`src/rtl/rx_cpu_buf_if.sv`:
```
`default_nettype none
// ============================================================================
// Module   : rx_cpu_buf_if
// Brief    : FIFO-side and CPU-side signal bundle of the RX CPU prefetch buffer.
// Revision : 1.0
// ============================================================================
interface rx_cpu_buf_if #(
    parameter int CNT_W = 16
);
    logic             fifo_empty;
    logic [7:0]       fifo_q;
    logic             fifo_rd;
    logic             rd_byte;
    logic             rd_word;
    logic             clr_stat;
    logic [15:0]      data;
    logic             has_byte;
    logic             has_word;
    logic             underrun;
    logic [CNT_W-1:0] byte_count;

    // master: the environment (FIFO + CPU); slave: the buffer itself
    modport master (
        output fifo_empty, fifo_q, rd_byte, rd_word, clr_stat,
        input  fifo_rd, data, has_byte, has_word, underrun, byte_count
    );

    modport slave (
        input  fifo_empty, fifo_q, rd_byte, rd_word, clr_stat,
        output fifo_rd, data, has_byte, has_word, underrun, byte_count
    );
endinterface
`default_nettype wire

```
`src/rtl/rx_cpu_buf.sv`:
```
`default_nettype none
// ============================================================================
// Module   : rx_cpu_buf
// Brief    : Two-byte head/tail prefetch buffer from an FWFT RX FIFO to the CPU
//            read path. Optional delivered-byte counter: RX_CPU_BUF_COUNT_EN.
// Revision : 1.0
// ============================================================================
module rx_cpu_buf #(
    parameter int CNT_W = 16
) (
    input  wire logic     clk,
    input  wire logic     reset_n,
    rx_cpu_buf_if.slave   bus
);
    logic [7:0] r_u;
    logic [7:0] r_l;
    logic       r_u_full;
    logic       r_l_full;
    logic       r_underrun;

    logic [1:0] w_occ;
    logic [1:0] w_cons;
    logic [1:0] w_post;
    logic       w_word_ok;
    logic       w_byte_ok;
    logic       w_bad;
    logic       w_pop;
    logic [7:0] w_u_nxt;
    logic [7:0] w_l_nxt;
    logic       w_uf_nxt;
    logic       w_lf_nxt;

    // rd_word wins over rd_byte; a suppressed rd_byte is never an error
    always_comb begin
        w_occ     = {1'b0, r_u_full} + {1'b0, r_l_full};
        w_word_ok = bus.rd_word & r_l_full;
        w_byte_ok = ~bus.rd_word & bus.rd_byte & r_u_full;
        w_bad     = (bus.rd_word & ~r_l_full) | (~bus.rd_word & bus.rd_byte & ~r_u_full);
        w_cons    = w_word_ok ? 2'd2 : (w_byte_ok ? 2'd1 : 2'd0);
        w_post    = w_occ - w_cons;
        w_pop     = reset_n & ~bus.fifo_empty & (w_post < 2'd2);
    end

    always_comb begin
        w_u_nxt  = r_u;
        w_l_nxt  = r_l;
        w_uf_nxt = r_u_full;
        w_lf_nxt = r_l_full;
        if (w_word_ok) begin
            w_uf_nxt = 1'b0;
            w_lf_nxt = 1'b0;
        end else if (w_byte_ok) begin
            w_u_nxt  = r_l;
            w_uf_nxt = r_l_full;
            w_lf_nxt = 1'b0;
        end
        // refill lands in the first free slot after this cycle's consume
        if (w_pop) begin
            if (w_post == 2'd0) begin
                w_u_nxt  = bus.fifo_q;
                w_uf_nxt = 1'b1;
            end else begin
                w_l_nxt  = bus.fifo_q;
                w_lf_nxt = 1'b1;
            end
        end
    end

    always_ff @(posedge clk or negedge reset_n) begin
        if (!reset_n) begin
            r_u        <= 8'h00;
            r_l        <= 8'h00;
            r_u_full   <= 1'b0;
            r_l_full   <= 1'b0;
            r_underrun <= 1'b0;
        end else begin
            r_u      <= w_u_nxt;
            r_l      <= w_l_nxt;
            r_u_full <= w_uf_nxt;
            r_l_full <= w_lf_nxt;
            if (w_bad) begin
                r_underrun <= 1'b1;
            end else if (bus.clr_stat) begin
                r_underrun <= 1'b0;
            end
        end
    end

    assign bus.fifo_rd  = w_pop;
    assign bus.data     = {r_u, r_l};
    assign bus.has_byte = r_u_full;
    assign bus.has_word = r_l_full;
    assign bus.underrun = r_underrun;

`ifdef RX_CPU_BUF_COUNT_EN
    localparam logic [CNT_W-1:0] C_CNT_MAX = '1;

    logic [CNT_W-1:0] r_count;
    logic [CNT_W:0]   w_sum;

    // the extra carry bit flags saturation; max+2 always fits in CNT_W+1 bits
    assign w_sum = {1'b0, r_count} + {{(CNT_W-1){1'b0}}, w_cons};

    always_ff @(posedge clk or negedge reset_n) begin
        if (!reset_n) begin
            r_count <= '0;
        end else if (bus.clr_stat) begin
            r_count <= '0;
        end else if (w_sum[CNT_W]) begin
            r_count <= C_CNT_MAX;
        end else begin
            r_count <= w_sum[CNT_W-1:0];
        end
    end

    assign bus.byte_count = r_count;
`else
    assign bus.byte_count = '0;
`endif

endmodule
`default_nettype wire

```
`src/flat_wrapper.sv`:
```
// flat-port wrapper written by rule: the top's interface ports become plain ports
module rx_cpu_buf_flat 
#(
    parameter int CNT_W = 16
)
  (clk, reset_n, bus_fifo_empty, bus_fifo_q, bus_rd_byte, bus_rd_word, bus_clr_stat, bus_fifo_rd, bus_data, bus_has_byte, bus_has_word, bus_underrun, bus_byte_count);
  rx_cpu_buf_if #(.CNT_W(CNT_W)) bus_i ();
  input  wire logic clk;
  input  wire logic reset_n;
  input wire logic [$bits(bus_i.fifo_empty)-1:0] bus_fifo_empty;
  input wire logic [$bits(bus_i.fifo_q)-1:0] bus_fifo_q;
  input wire logic [$bits(bus_i.rd_byte)-1:0] bus_rd_byte;
  input wire logic [$bits(bus_i.rd_word)-1:0] bus_rd_word;
  input wire logic [$bits(bus_i.clr_stat)-1:0] bus_clr_stat;
  output wire logic [$bits(bus_i.fifo_rd)-1:0] bus_fifo_rd;
  output wire logic [$bits(bus_i.data)-1:0] bus_data;
  output wire logic [$bits(bus_i.has_byte)-1:0] bus_has_byte;
  output wire logic [$bits(bus_i.has_word)-1:0] bus_has_word;
  output wire logic [$bits(bus_i.underrun)-1:0] bus_underrun;
  output wire logic [$bits(bus_i.byte_count)-1:0] bus_byte_count;
  assign bus_i.fifo_empty = bus_fifo_empty;
  assign bus_i.fifo_q = bus_fifo_q;
  assign bus_i.rd_byte = bus_rd_byte;
  assign bus_i.rd_word = bus_rd_word;
  assign bus_i.clr_stat = bus_clr_stat;
  assign bus_fifo_rd = bus_i.fifo_rd;
  assign bus_data = bus_i.data;
  assign bus_has_byte = bus_i.has_byte;
  assign bus_has_word = bus_i.has_word;
  assign bus_underrun = bus_i.underrun;
  assign bus_byte_count = bus_i.byte_count;
  rx_cpu_buf #(.CNT_W(CNT_W)) u_core (.clk(clk), .reset_n(reset_n), .bus(bus_i));
endmodule
```
`config.mk`:
```
export PLATFORM = sky130hd
export DESIGN_NAME = rx_cpu_buf_flat
export DESIGN_NICKNAME = d
export VERILOG_FILES = /design/src/rtl/rx_cpu_buf_if.sv /design/src/rtl/rx_cpu_buf.sv /design/src/flat_wrapper.sv
export SDC_FILE = /design/constraint.sdc
export NUM_CORES = 1
export LEC_CHECK = 0
export CAP_MARGIN = 20
export CORE_ASPECT_RATIO = 0.7
export CORE_MARGIN = 3
export CORE_UTILIZATION = 33
export CTS_CLUSTER_DIAMETER = 120
export DETAILED_ROUTE_END_ITERATION = 16
export GPL_TIMING_DRIVEN = 0
export PLACE_DENSITY = 0.78
export REMOVE_ABC_BUFFERS = 1
export SETUP_SLACK_MARGIN = 0.05
export SYNTH_ARGS = -nofsm -noshare
export SYNTH_HDL_FRONTEND = slang
export SYNTH_SLANG_ARGS = --single-unit
```
`constraint.sdc`:
```
create_clock -name clk -period 2.46 [get_ports clk]
set_clock_uncertainty 0.1 [all_clocks]
set_input_delay 0.246 -clock clk [delete_from_list [all_inputs] [get_ports clk]]
set_output_delay 0.246 -clock clk [all_outputs]
set_load 0.02 [all_outputs]
```
==> reports/metrics.yaml, run 1 <==
synth:
  synth-xor-area-share: 0.01643
  yosys_most_used_dff: "dfrtp_1"
  avgSynthCellArea_sq_um: 12.54
  yosys.area_share.simple: 0.06573
  synth_most_common_cell: "dfrtp_1"
  yosysWarnings: 0
  synth-compound-area-share: 0.02230
  synth_top_cell_by_area: "dfrtp_1"
  synthAdderAreaFrac: 0.02347
  syn-cell-area_sq_mm: 0.001066
  synth_seq_area_share: 0.4460
  yosys-mux-area-fraction: 0.2817
  synth_area_leaders: "dfrtp_1, mux2_2, buf_4, mux2_4, ha_1"
  async_flop_share: 1.000
  synth-seq-cells: 19
  synthCells: 85
  synth_edf_count: 0
  ys_types: 23
  synthTopCellsByCount: "dfrtp_1, buf_4, mux2_2, mux2_4, inv_1"
  synth_top_family_by_area: "multiplexers"
  synth_top_area_share: 0.4460
final_layout:
  fin_cells: 167
  final_nets: 148
  utilization: 0.5489
  antennaDiodeCount: 0
  stdcell_area_sq_mm: 0.001615
  drive_above_1_share: 0.3740
  area_growth_pct: 51.53
clock_network:
  numClockSinks: 19
  cts_buffer_depth: 2
  cts_tree: "done"
  clkLatencyLatePin_ns: 0.25
  root_buffer: "clkbuf_8"
  clkTransAtPathRegs_ns: 0.07
  h-tree-depth: 1
  cts_buffers: 3
timing:
  fin_crit_ns: 2.471
  tightest_slew_ns: 0.8865
  relSlewSlack: 0.4090
  setup_viol: 5
  drv_slew: 0
  fmax_mhz: 404.7
  rsz0062_at_grt: "true"
  hold_viol_final: 0
  setup_ws_ns: -0.01105
  fin_crit_sh: 1.004
route:
  wire_per_inst_um: 15.23
  drc: 0
  met1_length_um: 1062
  antenna_left: 0
  viasPerCell: 4.581
  met2WireLength_um: 1213
  routed.top_layer: "met4"
  num_vias: 765
  routed_wirelength_um: 2544
  first_iter_violations: 40
  wl_met3_um: 237
  drtPass1Iterations: 4
worst_setup_path:
  worstPathArrival_ns: 2.51
  r2r_cells: 9
  r2r_start: "u_core.bus.has_byte"
  critPathRequiredTime_ns: 2.50
  crit_start: "u_core.bus.has_byte"
  reg2reg_setup_slack_ns: -0.01
  crit_type: "flop to flop"
  timing.rr.end: "u_core.r_l[4]"
  cp-start-kind: "flop"
  cp_max_fo: 5
  end_kind: "flop"
die:
  ios: 50
  initial_core_util: 0.3622
  die_h_um: 53.55
  row_count: 16
  die_w_um: 73.93
  die_area_sq_mm: 0.003959
  design.core.area_sq_mm: 0.002943
grt:
  antenna_found_initial: 0
  grt_max_degree: 21
  globalRouteTotalUtil: 0.1357
  first_global_vias: 823
  grt_pass1_wl_um: 3898
  overflow: 0
job:
  cap_violations: 0
placed_design:
  port_buffers: 33
  postPlaceCellArea_sq_mm: 0.001363
  dp_slack_ns: -1.113
  place.gp.congestion: 0.7597
  hpwlAfterDp_um: 1620
  dp_cells: 151
outcome:
  violations: "setup timing"
  outcome: "finished, violations left"
power_and_ir_drop:
  power.density_mw_per_mm2: 1326
  vdd_drop_max_mv: 0.6197
  p_leak_uw: 0.0007529
hold_path:
  hold_class: "input pin to async pin"
cell usage in the layout (no fill, tap or decap), types with 3 or more instances in the layout:
master	instances
clkbuf_8	3
conb_1	16
clkdlybuf4s50_1	29
mux2_4	16
dlygate4sd2_1	3
buf_4	10
dfrtp_1	19
mux2_2	8
metrics by stage:
stage                     hold slack, ns  power (uW)  setup TNS (ns)
after CTS                         0.1500        2084         -0.1844
after detailed placement          0.4232        1650          -19.54
after floorplan                  -0.1496        1208          -4.047
after global routing              0.2137        2257         -0.5565
after global placement            0.4099        1600          -16.61
final                             0.1226        2141        -0.04699
cell type report:
type | count | area [sq um]
fillers | 237 | 1328
multi-input cells | 60 | 611.8
flip-flops and latches | 19 | 475.5
repair buffers | 44 | 422.9
clock buffers | 4 | 45.04
well taps | 36 | 45.04
inverters | 4 | 15.01
kinds of logic (layout without fill, tap and decap cells):
kind of cell | count (synthesis) | after routing
muxes | 24 | 24
buffers and inverters | 22 | 52
DFF | 19 | 19
and+or+nand+nor | 11 | 12
AOI/OAI and AO/OA | 4 | 4
adders and majority gates | 2 | 2
xor gates and xnor gates | 2 | 2
other | 1 | 16
state kept, by name, summed over array words and instances (netlist names):
| signal | cells |
|---|---|
| u_core.bus.underrun | 1 |
| u_core.bus.has_byte | 1 |
| u_core.r_l | 8 |
| u_core.r_u | 8 |
| u_core.bus.has_word | 1 |
metal layers:
metal  vias to the layer above  GRT usage
li1                        347          -
met1                       378     0.1563
met2                        38     0.2338
met3                         2    0.05410
met4                         0    0.04217
met5                         -          0
what timing repair did:
action                     4_1_cts  5_1_grt
cloned                           1        0
pin swaps                        5        6
setup endpoints to repair       19       17
setup buffers                   18        0
hold buffers                     0        0
resized for setup               22        9
worst max-delay path, cell delays in order (launching register included):
cell and delay, ns:
dfrtp_1 0.42, nand3b_1 0.16, inv_2 0.06, ha_4 0.25, inv_2 0.04, ha_4 0.16
xor2_4 0.17, xnor2_4 0.18, or3b_4 0.49, mux2_4 0.32
report_power, final:
group          switching (uW)  leakage [uW]  internal, uW
combinational             558      0.000505           783
clock                    96.0     0.0000228           115
sequential                119      0.000226           471
total                     772      0.000753          1370
how the worst max path moves through the flow:
stage | endpoint | slack (ns) | depth (start not counted)
after floorplan | u_core.r_l[0] | -0.34 | 9
after global placement | u_core.r_l[5] | -0.96 | 10
after detailed placement | u_core.r_l[6] | -1.11 | 10
after CTS | u_core.r_l[2] | -0.04 | 9
after global routing | u_core.r_l[0] | -0.10 | 9
final | u_core.r_l[4] | -0.01 | 9
Note: power is estimated with default switching activity, not from simulation.
==> run 2: changes to the inputs <==
- ABC_CLOCK_PERIOD_IN_PS: not set -> 2460
- GPL_ROUTABILITY_DRIVEN: not set -> 0
==> results of run 2 <==
Final layout, timing and power as in run 1 (identical DEF).
